File: src/rtl/regfile_pkg.sv
// Shared definitions for the scoreboarded register file with debug port.
//   DATA_W_DEF / NREGS_DEF : default register width and register count
//   addr_width()           : address width derived from a register count
//   dbg_state_e            : debug access state machine encoding
package regfile_pkg;

  localparam int DATA_W_DEF = 32;
  localparam int NREGS_DEF  = 16;

  // Keeps at least one address bit for degenerate register counts.
  function automatic int addr_width(input int nregs);
    return (nregs > 1) ? $clog2(nregs) : 1;
  endfunction

  localparam int AW_DEF = addr_width(NREGS_DEF);

  typedef enum logic [1:0] {
    DBG_IDLE   = 2'd0,
    DBG_ACCESS = 2'd1,
    DBG_DONE   = 2'd2
  } dbg_state_e;

endpackage

File: src/rtl/regfile_sb_db_if.sv
// Debug access bus of the register file.
//   db_req   : request, held until db_ack is seen (four-phase handshake)
//   db_we    : 1 = write, 0 = read
//   db_addr  : register index
//   db_wdata : write data
//   db_rdata : registered read data, held until the next read completes
//   db_ack   : completion, high until db_req drops
// master drives the request side, slave is the register file.
interface regfile_sb_db_if
  import regfile_pkg::*;
#(
  parameter int DATA_W = DATA_W_DEF,
  parameter int AW     = AW_DEF
) ();

  logic              db_req;
  logic              db_we;
  logic [AW-1:0]     db_addr;
  logic [DATA_W-1:0] db_wdata;
  logic [DATA_W-1:0] db_rdata;
  logic              db_ack;

  modport master (
    output db_req, db_we, db_addr, db_wdata,
    input  db_rdata, db_ack
  );

  modport slave (
    input  db_req, db_we, db_addr, db_wdata,
    output db_rdata, db_ack
  );

endinterface

File: src/rtl/regfile_dbg_fsm.sv
// Debug access sequencer for the register file.
//   clk, reset : clock and synchronous active-high reset
//   dbg        : debug bus (slave side), drives db_rdata / db_ack
//   func_hit   : a pipeline write targets cap_addr this cycle
//   rd_val     : bypassed read value of cap_addr
//   cap_addr   : captured debug address
//   wr_en      : commit a debug write of wr_data to cap_addr this cycle
//   wr_data    : captured debug write data
module regfile_dbg_fsm
  import regfile_pkg::*;
#(
  parameter int DATA_W = DATA_W_DEF,
  parameter int NREGS  = NREGS_DEF,
  parameter int AW     = addr_width(NREGS)
) (
  input  logic              clk,
  input  logic              reset,
  regfile_sb_db_if.slave    dbg,
  input  logic              func_hit,
  input  logic [DATA_W-1:0] rd_val,
  output logic [AW-1:0]     cap_addr,
  output logic              wr_en,
  output logic [DATA_W-1:0] wr_data
);

  localparam logic [AW-1:0] PC_IDX = AW'(NREGS - 1);

  dbg_state_e        state_q, state_d;
  logic              cap_we_q, cap_we_d;
  logic [AW-1:0]     cap_addr_q, cap_addr_d;
  logic [DATA_W-1:0] cap_wdata_q, cap_wdata_d;
  logic [DATA_W-1:0] rdata_q, rdata_d;
  logic              ack_q, ack_d;

  always_ff @(posedge clk) begin
    if (reset) begin
      state_q     <= DBG_IDLE;
      cap_we_q    <= 1'b0;
      cap_addr_q  <= '0;
      cap_wdata_q <= '0;
      rdata_q     <= '0;
      ack_q       <= 1'b0;
    end else begin
      state_q     <= state_d;
      cap_we_q    <= cap_we_d;
      cap_addr_q  <= cap_addr_d;
      cap_wdata_q <= cap_wdata_d;
      rdata_q     <= rdata_d;
      ack_q       <= ack_d;
    end
  end

  // The ack is registered from DONE && db_req: it rises one cycle after DONE
  // is entered and falls on the same edge that returns the FSM to IDLE, so it
  // is never high outside DONE.
  always_comb begin
    state_d     = state_q;
    cap_we_d    = cap_we_q;
    cap_addr_d  = cap_addr_q;
    cap_wdata_d = cap_wdata_q;
    rdata_d     = rdata_q;
    ack_d       = 1'b0;
    wr_en       = 1'b0;

    unique case (state_q)
      DBG_IDLE: begin
        if (dbg.db_req) begin
          cap_we_d    = dbg.db_we;
          cap_addr_d  = dbg.db_addr;
          cap_wdata_d = dbg.db_wdata;
          state_d     = DBG_ACCESS;
        end
      end
      DBG_ACCESS: begin
        if (!cap_we_q) begin
          rdata_d = rd_val;
          state_d = DBG_DONE;
        end else if (!func_hit) begin
          // A write to the PC index completes without touching storage.
          wr_en   = (cap_addr_q != PC_IDX);
          state_d = DBG_DONE;
        end
      end
      DBG_DONE: begin
        ack_d = dbg.db_req;
        if (!dbg.db_req) state_d = DBG_IDLE;
      end
      default: state_d = DBG_IDLE;
    endcase
  end

  assign cap_addr     = cap_addr_q;
  assign wr_data      = cap_wdata_q;
  assign dbg.db_rdata = rdata_q;
  assign dbg.db_ack   = ack_q;

endmodule

File: src/rtl/regfile_sb_db.sv
// Two-read / two-write register file with write-through bypass, an
// issue scoreboard (busy bits) and a debug access port.
//   clk, reset         : clock and synchronous active-high reset
//   ra1/ra2, rd1/rd2   : combinational read ports (index NREGS-1 returns pc)
//   wa0/wd0/we0        : write port 0 (ALU result)
//   wa1/wd1/we1        : write port 1 (load writeback, wins over port 0)
//   pc                 : value returned for index NREGS-1
//   iss_valid/iss_dst  : marks a destination busy
//   busy1/busy2        : scoreboard state of ra1/ra2
//   dbg                : debug bus (slave)
module regfile_sb_db
  import regfile_pkg::*;
#(
  parameter int DATA_W = DATA_W_DEF,
  parameter int NREGS  = NREGS_DEF,
  parameter int AW     = addr_width(NREGS)
) (
  input  logic              clk,
  input  logic              reset,
  input  logic [AW-1:0]     ra1,
  input  logic [AW-1:0]     ra2,
  output logic [DATA_W-1:0] rd1,
  output logic [DATA_W-1:0] rd2,
  input  logic [AW-1:0]     wa0,
  input  logic [DATA_W-1:0] wd0,
  input  logic              we0,
  input  logic [AW-1:0]     wa1,
  input  logic [DATA_W-1:0] wd1,
  input  logic              we1,
  input  logic [DATA_W-1:0] pc,
  input  logic              iss_valid,
  input  logic [AW-1:0]     iss_dst,
  output logic              busy1,
  output logic              busy2,
  regfile_sb_db_if.slave    dbg
);

  localparam int            NSTORE = NREGS - 1;
  localparam logic [AW-1:0] PC_IDX = AW'(NREGS - 1);

  logic [DATA_W-1:0] regs_q [NSTORE];
  logic [DATA_W-1:0] regs_d [NSTORE];
  logic [NSTORE-1:0] busy_q, busy_d;
  logic [NSTORE-1:0] func_wr;
  logic [NSTORE-1:0] issue_set;

  logic [AW-1:0]     dbg_addr;
  logic              dbg_wr_en;
  logic [DATA_W-1:0] dbg_wr_data;
  logic [DATA_W-1:0] dbg_rd_val;
  logic              dbg_hit;

  // Port 1 bypass is checked before port 0 so a read agrees with what the
  // register will hold after the edge.
  function automatic logic [DATA_W-1:0] read_val(input logic [AW-1:0] ra);
    if (ra == PC_IDX)            read_val = pc;
    else if (we1 && wa1 == ra)   read_val = wd1;
    else if (we0 && wa0 == ra)   read_val = wd0;
    else if (ra < PC_IDX)        read_val = regs_q[ra];
    else                         read_val = '0;
  endfunction

  // A write landing this cycle hides a busy bit that is about to clear.
  function automatic logic busy_of(input logic [AW-1:0] ra);
    busy_of = 1'b0;
    if (ra < PC_IDX) busy_of = busy_q[ra] && !func_wr[ra];
  endfunction

  // Only stored indices can match, so writes and issues to the PC index
  // fall out naturally.
  always_comb begin
    func_wr   = '0;
    issue_set = '0;
    for (int i = 0; i < NSTORE; i++) begin
      func_wr[i]   = (we0 && wa0 == AW'(i)) || (we1 && wa1 == AW'(i));
      issue_set[i] = iss_valid && iss_dst == AW'(i);
    end
  end

  // The debug write never coincides with a pipeline write to the same
  // register (the FSM stalls instead), so its position in the order is moot.
  always_comb begin
    regs_d = regs_q;
    for (int i = 0; i < NSTORE; i++) begin
      if (dbg_wr_en && dbg_addr == AW'(i)) regs_d[i] = dbg_wr_data;
      if (we0 && wa0 == AW'(i))            regs_d[i] = wd0;
      if (we1 && wa1 == AW'(i))            regs_d[i] = wd1;
    end
  end

  // Set has priority over clear so a re-issue in the writeback cycle stays busy.
  always_comb begin
    busy_d = (busy_q & ~func_wr) | issue_set;
  end

  always_ff @(posedge clk) begin
    if (reset) begin
      regs_q <= '{default: '0};
      busy_q <= '0;
    end else begin
      regs_q <= regs_d;
      busy_q <= busy_d;
    end
  end

  always_comb begin
    rd1        = read_val(ra1);
    rd2        = read_val(ra2);
    busy1      = busy_of(ra1);
    busy2      = busy_of(ra2);
    dbg_rd_val = read_val(dbg_addr);
    dbg_hit    = 1'b0;
    if (dbg_addr < PC_IDX) dbg_hit = func_wr[dbg_addr];
  end

  regfile_dbg_fsm #(
    .DATA_W (DATA_W),
    .NREGS  (NREGS),
    .AW     (AW)
  ) u_dbg_fsm (
    .clk      (clk),
    .reset    (reset),
    .dbg      (dbg),
    .func_hit (dbg_hit),
    .rd_val   (dbg_rd_val),
    .cap_addr (dbg_addr),
    .wr_en    (dbg_wr_en),
    .wr_data  (dbg_wr_data)
  );

endmodule

File: src/flat_wrapper.sv
// flat-port wrapper written by rule: the top's interface ports become plain ports
module regfile_sb_db_flat import regfile_pkg::*;
#(
  parameter int DATA_W = DATA_W_DEF,
  parameter int NREGS  = NREGS_DEF,
  parameter int AW     = addr_width(NREGS)
)
  (clk, reset, ra1, ra2, rd1, rd2, wa0, wd0, we0, wa1, wd1, we1, pc, iss_valid, iss_dst, busy1, busy2, dbg_db_req, dbg_db_we, dbg_db_addr, dbg_db_wdata, dbg_db_rdata, dbg_db_ack);
  regfile_sb_db_if #(.DATA_W(DATA_W), .AW(AW)) dbg_i ();
  input  logic clk;
  input  logic reset;
  input  logic [AW-1:0] ra1;
  input  logic [AW-1:0] ra2;
  output logic [DATA_W-1:0] rd1;
  output logic [DATA_W-1:0] rd2;
  input  logic [AW-1:0] wa0;
  input  logic [DATA_W-1:0] wd0;
  input  logic we0;
  input  logic [AW-1:0] wa1;
  input  logic [DATA_W-1:0] wd1;
  input  logic we1;
  input  logic [DATA_W-1:0] pc;
  input  logic iss_valid;
  input  logic [AW-1:0] iss_dst;
  output logic busy1;
  output logic busy2;
  input wire logic [$bits(dbg_i.db_req)-1:0] dbg_db_req;
  input wire logic [$bits(dbg_i.db_we)-1:0] dbg_db_we;
  input wire logic [$bits(dbg_i.db_addr)-1:0] dbg_db_addr;
  input wire logic [$bits(dbg_i.db_wdata)-1:0] dbg_db_wdata;
  output wire logic [$bits(dbg_i.db_rdata)-1:0] dbg_db_rdata;
  output wire logic [$bits(dbg_i.db_ack)-1:0] dbg_db_ack;
  assign dbg_i.db_req = dbg_db_req;
  assign dbg_i.db_we = dbg_db_we;
  assign dbg_i.db_addr = dbg_db_addr;
  assign dbg_i.db_wdata = dbg_db_wdata;
  assign dbg_db_rdata = dbg_i.db_rdata;
  assign dbg_db_ack = dbg_i.db_ack;
  regfile_sb_db #(.DATA_W(DATA_W), .NREGS(NREGS), .AW(AW)) u_core (.clk(clk), .reset(reset), .ra1(ra1), .ra2(ra2), .rd1(rd1), .rd2(rd2), .wa0(wa0), .wd0(wd0), .we0(we0), .wa1(wa1), .wd1(wd1), .we1(we1), .pc(pc), .iss_valid(iss_valid), .iss_dst(iss_dst), .busy1(busy1), .busy2(busy2), .dbg(dbg_i));
endmodule
File: config.mk
export PLATFORM = sky130hd
export DESIGN_NAME = regfile_sb_db_flat
export DESIGN_NICKNAME = d
export VERILOG_FILES = /design/src/rtl/regfile_pkg.sv /design/src/rtl/regfile_sb_db_if.sv /design/src/rtl/regfile_dbg_fsm.sv /design/src/rtl/regfile_sb_db.sv /design/src/flat_wrapper.sv
export SDC_FILE = /design/constraint.sdc
export NUM_CORES = 2
export LEC_CHECK = 0
export BUFFER_PORTS_ARGS = -buffer_cell sky130_fd_sc_hd__buf_4
export CORE_ASPECT_RATIO = 1.1
export CORE_UTILIZATION = 40
export DETAILED_ROUTE_END_ITERATION = 7
export GPL_TIMING_DRIVEN = 0
export PLACE_DENSITY_LB_ADDON = 0.05
export SYNTH_ARGS = -nofsm -noshare
export SYNTH_HDL_FRONTEND = slang
export SYNTH_SLANG_ARGS = --single-unit
File: constraint.sdc
create_clock -name clk -period 9.6 [get_ports clk]
set_input_delay 1.92 -clock clk [delete_from_list [all_inputs] [get_ports clk]]
set_output_delay 1.92 -clock clk [all_outputs]
set_load 0.01 [all_outputs]
After elaboration in Yosys (flattened, before gate mapping)
Index checks and enable logic that the tools add are counted.
{ "word_totals": {"out_inout_bits": 99, "word_cells": 306, "ff_bits": 567} }
{ "classes": {"n_reduce_logical": 109, "n_eq_ne": 71, "bitwise_logic": 8, "order_cmp": 9, "mux": 87} }
{ "ops": {"columns": ["operator", "n"], "rows": [
  ["32-bit two-way mux", 63],
  ["32-bit binary-select mux with 4-bit select", 3],
  ["4-bit equality test (second input constant)", 31],
  ["1-bit logical AND", 68],
  ["4-bit by 3-bit equality test with 1-bit output (second input constant)", 16],
  ["3-bit nonzero test", 15],
  ["4-bit by 2-bit equality test with 1-bit output (second input constant)", 8],
  ["4-bit equality test", 6],
  ["1-bit binary-select mux with 4-bit select", 5],
  ["4-bit by 1-bit equality test with 1-bit output (second input constant)", 4],
  ["4-bit logical NOT", 4],
  ["15-bit bitwise AND", 1],
  ["5-bit >= comparator (second input constant)", 3],
  ["1-bit logical OR", 15],
  ["4-bit by 5-bit < comparator with 1-bit output (second input constant)", 3],
  ["15-bit NOT", 1],
  ["4-bit NOT with 5-bit output", 3],
  ["15-bit bitwise OR", 1],
  ["4-bit < comparator (second input constant)", 3],
  ["1-bit two-way mux", 11],
  ["2-bit two-way mux", 4],
  ["2-bit one-hot mux with 3 select lines", 1],
  ["2-bit inequality test (second input constant)", 2],
  ["4-bit inequality test (second input constant)", 1],
  ["9 further kinds", 12]
]} }

Depth between registers and ports, before layout
{ "logic_depth": {"depth_word": 13, "depth_mapped": 11, "depth_no_buf": 6} }

Cells and area by module
Synthesis repeated with hierarchy kept, for this count alone.
{ "unflattened": {"hier_cells": 5597, "area_unflattened_um2": 44995.7} }
{ "by_module_without_submodules": {"columns": ["mod", "seq_area_each_um2", "cells_each", "instances", "area_per_inst_um2"], "rows": [
  ["regfile_sb_db", 9909.5, 5281, 1, 42415.7],
  ["regfile_dbg_fsm", 1441.4, 316, 1, 2580.0]
]} }

Worst setup path before layout
Ideal clock, no wire load.
{ "synth_timing": {"path_type": "input to output", "from": "input port ra1[0]", "to": "output port rd1[11]", "t_arrival_ns": 3.850, "n_path_buf": 2, "slack_ns": 3.830, "path_stages": 6, "t_required_ns": 7.680, "path_cell_list": "buf_2 buf_1 mux4_2 mux4_2 mux2i_1 a21oi_1"} }
{ "synth_between": {"elab_chain_len": 8, "elab_cells_between_ends": 14, "classes_between": "1 x order compare; 3 x eq/ne; 7 x mux; 1 x bitwise; 2 x reduce/logical"} }
{ "synth_lines": {"columns": ["element", "line_no", "source"], "rows": [
  ["start: declaration", "flat_wrapper.sv:12", "input logic [AW-1:0] ra1;"],
  ["4-bit NOT with 5-bit output (implied by the code)", "regfile_sb_db.sv:59", "else if (ra < PC_IDX) read_val = regs_q[ra];"],
  ["32-bit binary-select mux with 4-bit select", "regfile_sb_db.sv:59", null],
  ["32-bit two-way mux (implied by the code) (2 in series)", "regfile_sb_db.sv:59", null],
  ["32-bit two-way mux", "regfile_sb_db.sv:59", null],
  ["32-bit two-way mux", "regfile_sb_db.sv:58", "else if (we0 && wa0 == ra) read_val = wd0;"],
  ["32-bit two-way mux", "regfile_sb_db.sv:57", "else if (we1 && wa1 == ra) read_val = wd1;"],
  ["32-bit two-way mux *", "regfile_sb_db.sv:56", "if (ra == PC_IDX) read_val = pc;"],
  ["end: declaration", "flat_wrapper.sv:14", "output logic [DATA_W-1:0] rd1;"]
]} }
Mark *: on every way between the ends. The rest lies on a longest branch, timed or not. The select of a mux whose other input is x is not followed.

Worst setup path after layout
{ "layout_timing": {"from": "input port ra1[1]", "to": "output port rd1[20]"} }
The elaborated chain is that of the path after synthesis.

==> qor.yml <==
yosys.area_share.simple: 0.1883
drive_above_1_share: 0.1556
drt-vias-per-instance: 7.239
synth_edf_count: 0
setup_viol: 0
final_cell_mix: "nand2_1 (1226), mux2i_1 (591), dfxtp_1 (567)"
ctsHtreeMaxLevel: 3
ir_worst_vdd_uv: 141.5
drt_wl_total_mm: 319.8
holdWs_ns: 0.4779
place_hpwl_mm: 236.1
synth_compound_area_frac: 0.1706
power_density_nw_per_um2: 137.4
ys_top_cells_by_area: "dfxtp_1 (25%), mux4_2 (18%), mux2i_1 (13%)"
power_leakage_uw: 0.01916
rows: 129
synth.mux.area_fraction: 0.3182
utilization: 0.4576
worstHoldStart: "u_core.regs_q[376]"
slew_violations: 213
dp_cells: 7156
io_pins: 258
synthToLayoutAreaGrowth_pct: 13.32
path_class: "input pin to output pin"
path_clk_slew_ns: 0.06
cp-end-kind: "output pin"
drtIter0Drc: 9188
synth_top_family_by_area: "multiplexers"
async_flop_share: 0
critPathArrivalTime_ns: 6.97
grt_pass1_wl_mm: 424.3
worstRegToRegCells: 10
grt_pass1_vias: 48394
post_cts.repair.setup_buffers: 0
finalHoldViolCount: 0
clock_skew_ns: 0.02270
die_width_um: 323.5
cts_made_buffers: 76
layout_commonest_cell: "nand2_1"
instances_no_fill: 7319
cts_tree: "done"
total_power_uw: 7081
yosysSeqAreaShare: 0.2495
drc_errors: 0
ys_ff_latch: 567
max-slew-margin-rel: -0.1205
finalCritPeriodShare: 0.9264
syn_nets: 5616
yosys_warnings: 0
hold_depth: 2
initial_core_util: 0.4038
grt_start_max_net_pins: 12
start_kind: "input pin"
finalCriticalPeriod_ns: 8.894
reg2reg_to: "u_core.u_dbg_fsm.dbg.db_rdata[20]"
grt_use_total: 0.5458
yosys.area.top_type: "dfxtp_1"
finalSetupTns_ns: 0
globalplace.congestion: 1.073
core_area_um2: 112700
cts_resized: 0
cts_hold_buf: 0
fmax_ghz: 0.1124
firstDrtPassIters: 7
grt_overflow: 0
clock-sinks: 567
holdPathEnd: "u_core.regs_q[376]"
synth_cells: 5457
synthAdderAreaFrac: 0
io_buffers: 188
die_area_um2: 115100
ys_types: 70
synth_top_area_frac: 0.2495
synthesis.area_um2: 45490
root_buffer: "clkbuf_16"
cts_buffer_depth: 3
tightest_slew_ns: 1.681
num-nets-final: 5890
worst_r2r_startpoint: "u_core.u_dbg_fsm.cap_addr[0]"
synth_xor_area_frac: 0.004621
synth_flop_cell: "dfxtp_1"
drv_cap: 24
vias: 52979
hp-class: "flop to flop"
rsz0062_at_grt: "no"
worstSkewPairLatency_ns: 0.69
status: "finished with violations"
required_ns: 7.68
violations: "max-capacitance violations, max-slew violations"
ant_nets: 0
syn_avg_cell_area_um2: 8.336
antenna_found_initial: 26
wl_per_cell_um: 43.69
reg2reg_slack_ns: 4.56
worstPathMaxFanout: 10
die_y_um: 355.7
[state kept, by name, indices dropped and copies added (netlist names)]
register,flops
u_core.u_dbg_fsm.dbg.db_ack,1
u_core.busy_q,15
u_core.u_dbg_fsm.cap_addr,4
u_core.u_dbg_fsm.state_q,2
u_core.u_dbg_fsm.wr_data,32
u_core.regs_q,480
u_core.u_dbg_fsm.dbg.db_rdata,32
u_core.u_dbg_fsm.cap_we_q,1
[logic make-up (layout without fill, tap and decap cells)]
logic type	Yosys count	after routing
AND/OR/NAND/NOR	2006	2006
multiplexers	979	979
XOR/XNOR	24	24
flip-flops	567	567
other	0	22
AO/OA/AOI/OAI	1155	1155
buffers and inverters	726	1060
[where the power goes]
group | total, uW | switching [uW] | leakage (uW) | internal [uW]
clock | 3110 | 1320 | 0.00128 | 1790
sequential | 2450 | 60.7 | 0.00458 | 2390
combinational | 1520 | 1110 | 0.0133 | 411
[routing by layer]
metal  up-vias  share of wire  global-route usage  routed length (um)
li1      20661              -                   -                   -
met1     25827           0.35              0.6533              112500
met2      5086           0.39              0.7339              124000
met3      1395           0.14              0.2134               45200
met4        10           0.12              0.5238               37950
met5         -        0.00018                   0                  59
[cells in the mapped netlist, drive strengths merged, types with 4 or more instances]
library cell     n
nor3             9
and3b            5
a21oi          377
a22oi           17
nor2           177
clkbuf         543
a2bb2oi         14
mux2i          591
nand2b           6
o211ai         387
mux4           372
or3             65
a2111oi          4
xor2            15
and3             9
nor3b            5
a31oi            7
inv              6
a41oi            9
dfxtp          567
buf            177
o21a             4
a211oi          34
or2              5
nand2         1226
xnor2            9
nand4            4
nor2b           14
o21ai          182
a311o           64
nand3b           5
a222oi          26
mux2            16
nand3          461
o221ai           7
[stage by stage]
| step | setup WS [ns] | instance area, um2 |
|---|---|---|
| 2_1_floorplan | 3.830 | 45490 |
| 5_1_grt | 1.055 | 51500 |
| 3_3_place_gp | 0.6535 | 48790 |
| 6_report | 0.7063 | 51550 |
| 4_1_cts | 1.336 | 51440 |
| 3_5_place_dp | 1.341 | 48880 |
[final cells by class]
cell class                      count  area [um2]
Clock buffer                      118        2354
Clock inverter                     20       203.9
Buffer                            720        3126
Timing Repair Buffer              196        1501
Multi-Input combinational cell   4164       31050
Sequential cell                   567       11350
Inverter                            6       22.52
Fill cell                       11540       61110
Tap cell                         1506        1884
Antenna cell                       22       55.05
[worst max path at each step]
stage	start	end	slack (ns)	depth (start not counted)
floorplan	ra1[0]	rd1[11]	3.83	6
global placement	ra2[0]	rd2[19]	0.65	8
detailed placement	ra2[0]	rd2[19]	1.34	7
CTS	ra2[0]	rd2[19]	1.34	7
global route	ra1[3]	rd1[10]	1.05	8
finish	ra1[1]	rd1[20]	0.71	8
[worst max-delay path, cell delays in order]
cell      delay (ns)
buf_4           0.10
clkbuf_1        1.02
buf_1           0.89
nand4_1         1.26
clkbuf_1        0.81
o21ai_0         0.41
a21oi_1         0.24
buf_4           0.30
Power figures use the tool's default switching activity.
